--- config.mk ---
export PLATFORM = sky130hd
export DESIGN_NAME = wb_grf
export DESIGN_NICKNAME = d
export VERILOG_FILES = /design/src/rtl/wb_grf_pkg.sv /design/src/rtl/wb_grf_load_ext.sv /design/src/rtl/wb_grf.sv
export SDC_FILE = /design/constraint.sdc
export NUM_CORES = 2
export LEC_CHECK = 0
export BUFFER_PORTS_ARGS = -buffer_cell sky130_fd_sc_hd__clkbuf_2
export CORE_UTILIZATION = 25
export CTS_BUF_LIST = sky130_fd_sc_hd__clkbuf_8
export DETAILED_ROUTE_END_ITERATION = 6
export GPL_TIMING_DRIVEN = 0
export HOLD_SLACK_MARGIN = 0.15
export PLACE_DENSITY_LB_ADDON = 0.15
export SLEW_MARGIN = 10
export SYNTH_ARGS = -nofsm -noshare
export SYNTH_HDL_FRONTEND = slang
export SYNTH_SLANG_ARGS = --single-unit
--- constraint.sdc ---
create_clock -name clk -period 36.2 [get_ports clk]
set_input_delay 5.43 -clock clk [delete_from_list [all_inputs] [get_ports clk]]
set_output_delay 5.43 -clock clk [all_outputs]
set_load 0.03 [all_outputs]
--- src/rtl/wb_grf_pkg.sv ---
// ---------------------------------------------------------------------------
// wb_grf_pkg
// Shared constants for the write-back stage and register file:
//   WD_SEL_* : write-back data source selector encodings (W_wd_sel)
//   LD_*     : load type encodings (W_ld_type)
//   PC8_OFFSET : link offset added to the W-stage PC for jal/jalr
// ---------------------------------------------------------------------------
package wb_grf_pkg;

  // Write-back data source selector
  localparam logic [2:0] WD_SEL_ALU  = 3'd0;
  localparam logic [2:0] WD_SEL_LOAD = 3'd1;
  localparam logic [2:0] WD_SEL_PC8  = 3'd2;
  localparam logic [2:0] WD_SEL_MDU  = 3'd3;
  localparam logic [2:0] WD_SEL_CP0  = 3'd4;

  // Load type
  localparam logic [2:0] LD_LW  = 3'd0;
  localparam logic [2:0] LD_LB  = 3'd1;
  localparam logic [2:0] LD_LBU = 3'd2;
  localparam logic [2:0] LD_LH  = 3'd3;
  localparam logic [2:0] LD_LHU = 3'd4;

  // Link address offset (delay-slot architecture: return to PC+8)
  localparam logic [31:0] PC8_OFFSET = 32'd8;

endpackage

--- src/rtl/wb_grf_load_ext.sv ---
// ---------------------------------------------------------------------------
// wb_grf_load_ext
// Purely combinational load-data extender.
// Ports:
//   raw_word [31:0] in  : word read from bridge/DM
//   byte_off [1:0]  in  : byte offset of the access (address low bits)
//   ld_type  [2:0]  in  : LD_* encoding; unknown encodings behave as lw
//   ext_word [31:0] out : selected and sign/zero-extended result
// Halfword loads use only byte_off[1]; misaligned halfwords never reach here.
// ---------------------------------------------------------------------------
module wb_grf_load_ext
  import wb_grf_pkg::*;
(
  input  logic [31:0] raw_word,
  input  logic [1:0]  byte_off,
  input  logic [2:0]  ld_type,
  output logic [31:0] ext_word
);

  logic [7:0]  byte_s;
  logic [15:0] half_s;

  // Pick the addressed byte and halfword out of the raw word
  always_comb begin
    byte_s = 8'h00;
    case (byte_off)
      2'd0:    byte_s = raw_word[7:0];
      2'd1:    byte_s = raw_word[15:8];
      2'd2:    byte_s = raw_word[23:16];
      2'd3:    byte_s = raw_word[31:24];
      default: byte_s = 8'h00;
    endcase
    if (byte_off[1]) begin
      half_s = raw_word[31:16];
    end else begin
      half_s = raw_word[15:0];
    end
  end

  // Extend according to load type
  always_comb begin
    ext_word = raw_word;
    case (ld_type)
      LD_LB:   ext_word = {{24{byte_s[7]}}, byte_s};
      LD_LBU:  ext_word = {24'h00_0000, byte_s};
      LD_LH:   ext_word = {{16{half_s[15]}}, half_s};
      LD_LHU:  ext_word = {16'h0000, half_s};
      default: ext_word = raw_word;
    endcase
  end

endmodule

--- src/rtl/wb_grf.sv ---
// ---------------------------------------------------------------------------
// wb_grf
// Write-back stage plus the 32x32 general register file it owns.
// Selects the final write-back data, commits it to the register file,
// serves two D-stage read ports with same-cycle W->D bypass and counts
// retired (non-bubble) instructions.
// Ports:
//   clk, reset        : clock, asynchronous active-high reset
//   W_instr           : W-stage instruction, 0 = bubble (not counted)
//   W_pc              : W-stage PC (link address source)
//   W_bridge_RD       : raw load word
//   W_CP0_RD          : mfc0 data
//   W_ALU_result      : ALU result, low 2 bits = load byte offset
//   W_MDU_result      : HI/LO read data
//   W_GRF_WA          : destination register, 0 = no write
//   W_wd_sel          : WD_SEL_* source select, 5..7 give zero
//   W_ld_type         : LD_* load type
//   D_rs_addr/D_rt_addr, D_rs_data/D_rt_data : D-stage read ports
//   W_WD              : selected write-back data (forwarded to E/M)
//   retired_cnt       : retired instruction count, wraps
// Optional: define GRF_TRACE_EN to print "@pc: $reg <= data" on every
// committed write (simulation only; no logic added).
// ---------------------------------------------------------------------------
module wb_grf
  import wb_grf_pkg::*;
#(
  parameter logic [31:0] RESET_PC = 32'h0000_3000,
  parameter int          CNT_W    = 32
) (
  input  logic             clk,
  input  logic             reset,
  input  logic [31:0]      W_instr,
  input  logic [31:0]      W_pc,
  input  logic [31:0]      W_bridge_RD,
  input  logic [31:0]      W_CP0_RD,
  input  logic [31:0]      W_ALU_result,
  input  logic [31:0]      W_MDU_result,
  input  logic [4:0]       W_GRF_WA,
  input  logic [2:0]       W_wd_sel,
  input  logic [2:0]       W_ld_type,
  input  logic [4:0]       D_rs_addr,
  input  logic [4:0]       D_rt_addr,
  output logic [31:0]      D_rs_data,
  output logic [31:0]      D_rt_data,
  output logic [31:0]      W_WD,
  output logic [CNT_W-1:0] retired_cnt
);

  logic [31:0]      regs_q [32];
  logic [31:0]      regs_d [32];
  logic [CNT_W-1:0] cnt_q;
  logic [CNT_W-1:0] cnt_d;
  logic [31:0]      ld_ext_s;
  logic [31:0]      wd_s;
  logic             unused_s;

  // RESET_PC documents the boot address only
  assign unused_s = ^RESET_PC;

  wb_grf_load_ext u_load_ext (
    .raw_word (W_bridge_RD),
    .byte_off (W_ALU_result[1:0]),
    .ld_type  (W_ld_type),
    .ext_word (ld_ext_s)
  );

  // Write-back data source mux
  always_comb begin
    wd_s = 32'h0000_0000;
    case (W_wd_sel)
      WD_SEL_ALU:  wd_s = W_ALU_result;
      WD_SEL_LOAD: wd_s = ld_ext_s;
      WD_SEL_PC8:  wd_s = W_pc + PC8_OFFSET;
      WD_SEL_MDU:  wd_s = W_MDU_result;
      WD_SEL_CP0:  wd_s = W_CP0_RD;
      default:     wd_s = 32'h0000_0000;
    endcase
  end

  assign W_WD = wd_s;

  // Next-state of register array and retire counter
  always_comb begin
    regs_d = regs_q;
    if (W_GRF_WA != 5'd0) begin
      regs_d[W_GRF_WA] = wd_s;
    end else begin
      regs_d = regs_q;
    end
    if (W_instr != 32'h0000_0000) begin
      cnt_d = cnt_q + {{(CNT_W-1){1'b0}}, 1'b1};
    end else begin
      cnt_d = cnt_q;
    end
  end

  // Register array and counter state; reset blocks any write that cycle
  always_ff @(posedge clk or posedge reset) begin
    if (reset) begin
      for (int i = 0; i < 32; i++) begin
        regs_q[i] <= 32'h0000_0000;
      end
      cnt_q <= {CNT_W{1'b0}};
    end else begin
      regs_q <= regs_d;
      cnt_q  <= cnt_d;
    end
  end

  assign retired_cnt = cnt_q;

  // Read ports: $0 is hard zero, matching W destination bypasses the array
  always_comb begin
    if (D_rs_addr == 5'd0) begin
      D_rs_data = 32'h0000_0000;
    end else if (D_rs_addr == W_GRF_WA) begin
      D_rs_data = wd_s;
    end else begin
      D_rs_data = regs_q[D_rs_addr];
    end
    if (D_rt_addr == 5'd0) begin
      D_rt_data = 32'h0000_0000;
    end else if (D_rt_addr == W_GRF_WA) begin
      D_rt_data = wd_s;
    end else begin
      D_rt_data = regs_q[D_rt_addr];
    end
  end

`ifdef GRF_TRACE_EN
  // Judge trace of every committed register write
  always_ff @(posedge clk) begin
    if (!reset && (W_GRF_WA != 5'd0)) begin
      $display("@%h: $%d <= %h", W_pc, W_GRF_WA, wd_s);
    end
  end
`endif

endmodule

# Word level (Yosys, flattened, before mapping)
# Index checks and enable logic that the tools add are counted.
# Widths: inputs -> output; s select.
word_totals:
  regBits: 1056
  in_bits: 215
  output_inout_bits: 128
  wordCells: 79
classes:
  addsub: 2
  order_cmp: 4
  eq_ne: 13
  n_mux: 17
  bitwise_logic: 3
  n_reduce_logical: 7
ops:
  columns: ["op", "count"]
  rows:
  - ["$bwmux 1024", 1]
  - ["$bmux 32 s5", 2]
  - ["$mux 32", 9]
  - ["$demux 32 s5", 1]
  - ["$pmux 32 s5", 1]
  - ["$pmux 32 s4", 1]
  - ["$add 32x1->32 const B", 1]
  - ["$add 32x4->32 const B", 1]
  - ["$pmux 8 s4", 1]
  - ["$reduce_bool 32->1", 1]
  - ["$ge 6x6->1 const B", 3]
  - ["$not 5->6", 3]
  - ["$mux 16", 1]
  - ["$eq 3x2->1 const B", 4]
  - ["$eq 5x5->1", 2]
  - ["$logic_not 5->1", 2]
  - ["$eq 3x1->1 const B", 2]
  - ["$eq 3x3->1 const B", 2]
  - ["$lt 6x1->1 const B", 1]
  - ["$reduce_bool 5->1", 1]
  - ["$eq 2x2->1 const B", 2]
  - ["$logic_not 3->1", 1]
  - ["$eq 2x1->1 const B", 1]
  - ["$logic_not 2->1", 1]
  - ["$logic_and 1x1->1", 1]

# Depth between registers and ports, before layout
logic_depth:
  word_depth: 6
  ltp_mapped: 10
  depth_no_buf: 7

# By module
# A second synthesis with hierarchy kept.
hier_totals:
  cells_unflattened: 5483
  hier_area_um2: 57707.8
modules_own_cells:
  columns: ["module", "n_inst", "cells_each", "area_each_um2", "seq_area_each_um2"]
  rows:
  - ["wb_grf", 1, 5384, 56824.5, 26425.3]
  - ["wb_grf_load_ext", 1, 99, 883.3, 0.0]

# Least setup slack after synthesis
# Ideal clock, no wire load.
synth_timing:
  path_kind: "input port to output port"
  start: "input port D_rs_addr[0]"
  end: "output port D_rs_data[13]"
  t_arrival_ns: 7.563
  required_ns: 30.770
  setup_slack_ns: 23.207
  stages: 9
  n_path_buf: 5
  path_cell_list: "buf_6 buf_6 buf_6 xor2_1 nor3_4 buf_2 buf_2 nand2_1 o21ai_0"
synth_between:
  elab_chain_len: 6
  word_cells_on_any_way: 8
  classes_between: "eq/ne: 1; mux: 5; bitwise: 1; reduce/logical: 1"
synth_rtl:
  columns: ["item", "line_no", "text"]
  rows:
  - ["start, declared", "wb_grf.sv:41", "input logic [4:0] D_rs_addr,"]
  - ["$not 5->6 (not written as such)", "wb_grf.sv:119", "D_rs_data = regs_q[D_rs_addr];"]
  - ["$bmux 32 s5", "wb_grf.sv:119", null]
  - ["$mux 32 (not written as such) (2 in series)", "wb_grf.sv:119", null]
  - ["$mux 32", "wb_grf.sv:116", "end else if (D_rs_addr == W_GRF_WA) begin"]
  - ["$mux 32 (*)", "wb_grf.sv:114", "if (D_rs_addr == 5'd0) begin"]
  - ["end, declared", "wb_grf.sv:43", "output logic [31:0] D_rs_data,"]
# Every way passes the cells marked *; elsewhere a longest branch is shown, timed or not. The select of a mux whose other input is x is not followed.

# Worst setup path in the final report
layout_timing:
  start: "input port D_rt_addr[2]"
  end: "output port D_rt_data[17]"
layout_between:
  elab_chain_len: 6
  word_cells_on_any_way: 8
  classes_between: "eq/ne: 1; mux: 5; bitwise: 1; reduce/logical: 1"
layout_rtl:
  columns: ["item", "line_no", "text"]
  rows:
  - ["start, declared", "wb_grf.sv:42", "input logic [4:0] D_rt_addr,"]
  - ["$not 5->6 (not written as such)", "wb_grf.sv:126", "D_rt_data = regs_q[D_rt_addr];"]
  - ["$bmux 32 s5", "wb_grf.sv:126", null]
  - ["$mux 32 (not written as such) (2 in series)", "wb_grf.sv:126", null]
  - ["$mux 32", "wb_grf.sv:123", "end else if (D_rt_addr == W_GRF_WA) begin"]
  - ["$mux 32 (*)", "wb_grf.sv:121", "if (D_rt_addr == 5'd0) begin"]
  - ["end, declared", "wb_grf.sv:44", "output logic [31:0] D_rt_data,"]
# Marks and branches as above.

==> metrics <==
status=finished with violations; violated checks=DRC, capacitance limit, slew limit; ys async rst share=100%; CP endpoint kind=primary output; count of cell types in the netlist=81; maximum VDD drop=about 0.044 mV; #FFs+latches synth=about 1100; final-stage net count=a little under 6000; Net Count, Synth=approximately 5400; Mapped Avg Cell Area=around 11 um^2; Worst setup SP type=input pin; total number of vias=between 40000 and 50000; Skew-Pair Late Insertion Delay=a little under 1000 ps; GP Congestion=just over 1; # IOs=343; critical path's slowest cell=a21oi_1; GRT overflow=0; Detailed Route Iter0 Violations=approximately 5900; antenna-violating nets left=0; WL/cell=between 30 and 40 um; Tot Pwr=about 3.7 mW; final hold vios=0; FMAX=~63 MHz; GRT Util Overall=approximately 28%; worst min path class=reg2reg; Longest Clk Path Bufs=3; htree depth=4; critical path class=in2out; # DRC=6; Worst Path Required=30770 ps; PortBufs=326; Netlist Area Pre-Place=57100 um^2; min Tclk post-route=~16000 ps; chip height=approximately 480 um; first-pass GRT wire length=433000 um; Final period util=between 40% and 50%; EDFF count, synth=0; Primary FF master, synth=dfrtp_1; max-slew violations=9; max_cap viols=3; Rows=between 150 and 200; Post-DP HPWL=237000 um; RSZ-0062 raised after global routing=false; Critical Path Fanout Max=10; die area=~230000 um^2; CTS clk-pin slew, worst paths=approximately 60 ps; Root Buffer=clkbuf_8; Via density=roughly 5.6; setup violators final=0; Crit path largest cell delay=between 1000 and 1500 ps; relative slew slack=-0.0387%; initial antenna violation count=48; vias in the first global route=49200; Core ar.=approximately 230000 um^2; CP arrival=just over 10000 ps; register area share after synthesis=around 46%; share of cells above drive strength 1=around a quarter; power per cell area=around 55 nW/um^2; Mapped Cells=approximately 5000; measured slew at the worst slew-check pin=1500 ps; Fin Setup TNS=0 ps; crit path cell chain=buf_2 -> buf_2 -> inv_1 -> clkbuf_1 -> buf_2 -> mux2i_1 -> o22ai_1 -> o31ai_1 -> a21oi_1 -> clkbuf_2; postcts setup bufs=0; CTS buffer count=between 200 and 250; synth warn=0; CTS resizes=0; Setup Skew=around 15 ps; largest net degree at the start of global routing=110; Die Width=~480 um; Synth-to-Final Area Change=17.6%; CTS tree=done; Post-Route WL=approximately 320000 um; Initial Util=roughly 25%; static leakage power=between 20 and 30 nW; crit-path most repeated cell=buf_2; CTS Hold Bufs=0; Pre-antenna DRT Iters=7; clk sink count=1056
-- per-stage QoR --
stage | cell area, um^2 | cells | hold WS (ps) | util [%] | worst slack (ps)
2_1_floorplan | 57100 | 5141 | 441 | - | 1050
3_3_place_gp | 62500 | 8476 | 453 | 27.5 | -13650
3_5_place_dp | 63100 | 8497 | 467 | 27.8 | 20870
4_1_cts | 67100 | 8848 | 479 | 29.6 | 20860
5_1_grt | 67100 | 8852 | 494 | 29.6 | 20740
6_report | 67100 | 8863 | 470 | 29.6 | 20450
-- power breakdown --
group	switching, mW	internal, mW	total (mW)
Clock	0.593	0.641	1.23
Combinational	0.548	0.364	0.912
Sequential	0.163	1.39	1.55
Total	1.30	2.39	3.70
-- worst max-delay path, delay by kind of cell --
kind / cells / cell delay, ps
AOI/OAI and AO/OA: 3 / 1640
buffers and inverters: 6 / 2890
muxes: 1 / 300
-- logic make-up after synthesis --
logic type	share of synthesized area, %
flops	46.3
fa+ha+maj	0.0438
mux	24.0
buf+inv	4.86
xor+xnor	1.03
compound gates	13.8
simple gates	10.0
-- synth_stat cells (5+ instances only) --
cell type,instances,area (um^2)
a211oi_1,39,293
a21boi_0,5,37.5
a21oi_1,108,541
a221o_1,8,80.1
a221oi_1,21,184
a22o_1,14,123
a22oi_1,41,308
a32oi_1,10,87.6
and2_1,57,357
and3_1,12,75.1
and4_1,6,52.6
buf_1,23,86.3
buf_2,115,576
buf_4,29,218
buf_6,33,372
clkbuf_1,311,1170
clkbuf_2,25,125
dfrtp_1,1056,26400
inv_1,44,165
mux2_2,11,124
mux2i_1,106,1060
mux4_2,555,12500
nand2_1,1089,4090
nand2b_1,8,50.1
nand3_1,30,150
nand4_1,14,87.6
nor2_1,70,263
nor2b_1,12,75.1
nor3_1,19,95.1
nor3b_1,7,52.6
nor4_1,14,87.6
o211a_1,8,80.1
o211a_2,5,50.1
o21ai_0,804,4020
o21ai_1,222,1110
o221a_2,8,90.1
o221ai_1,10,87.6
o22ai_1,29,181
o31ai_1,31,233
xnor2_1,42,368
xor2_1,25,219
-- per-layer routing --
layer / vias to the layer above / global-route usage, % / routed length, um
li1: 19900 / - / -
met1: 26200 / 35.1 / 128000
met2: 2928 / 41.0 / 140000
met3: 715 / 10.1 / 35200
met4: 28 / 14.2 / 18500
met5: - / 0.435 / 382
-- final timing paths --
kind,start,to,slack (ps),cells after the start
min reg2reg,retired_cnt[31],retired_cnt[31],470,1
max reg2reg,retired_cnt[3],retired_cnt[31],33770,6
min in group asynchronous,reset,regs_q[164],4490,2
min,retired_cnt[31],retired_cnt[31],470,1
max,D_rt_addr[2],D_rt_data[17],20450,10
max in group asynchronous,reset,regs_q[493],29410,6
-- flip-flops by register name, summed over array words and instances, names as in the netlist --
signal and cells:
retired_cnt 32, regs_q 1024
-- layout make-up --
type	count	area, um^2
Buffer	539	2620
Antenna cell	15	37.5
Multi-Input combinational cell	3499	27900
Tap cell	3009	3760
Clock buffer	244	3360
Sequential cell	1056	26400
Inverter	47	184
Timing Repair Buffer	347	2110
Fill cell	23900	160000
Clock inverter	107	691
-- cell usage in the layout, fill, tap and decap left out, types with 25 or more instances in the layout --
cell type,count
dfrtp_1,1056
buf_4,31
buf_6,35
a22oi_1,41
o21ai_0,804
inv_1,110
mux4_2,555
o22ai_1,29
o31ai_1,31
clkbuf_1,298
nor2_1,70
xor2_1,25
buf_2,120
nand2_1,1089
a211oi_1,39
clkbuf_2,364
a21oi_1,108
clkbuf_8,244
xnor2_1,42
o21ai_1,221
nand3_1,30
mux2i_1,106
and2_1,57
No activity file was read; power rests on OpenSTA's default activity.
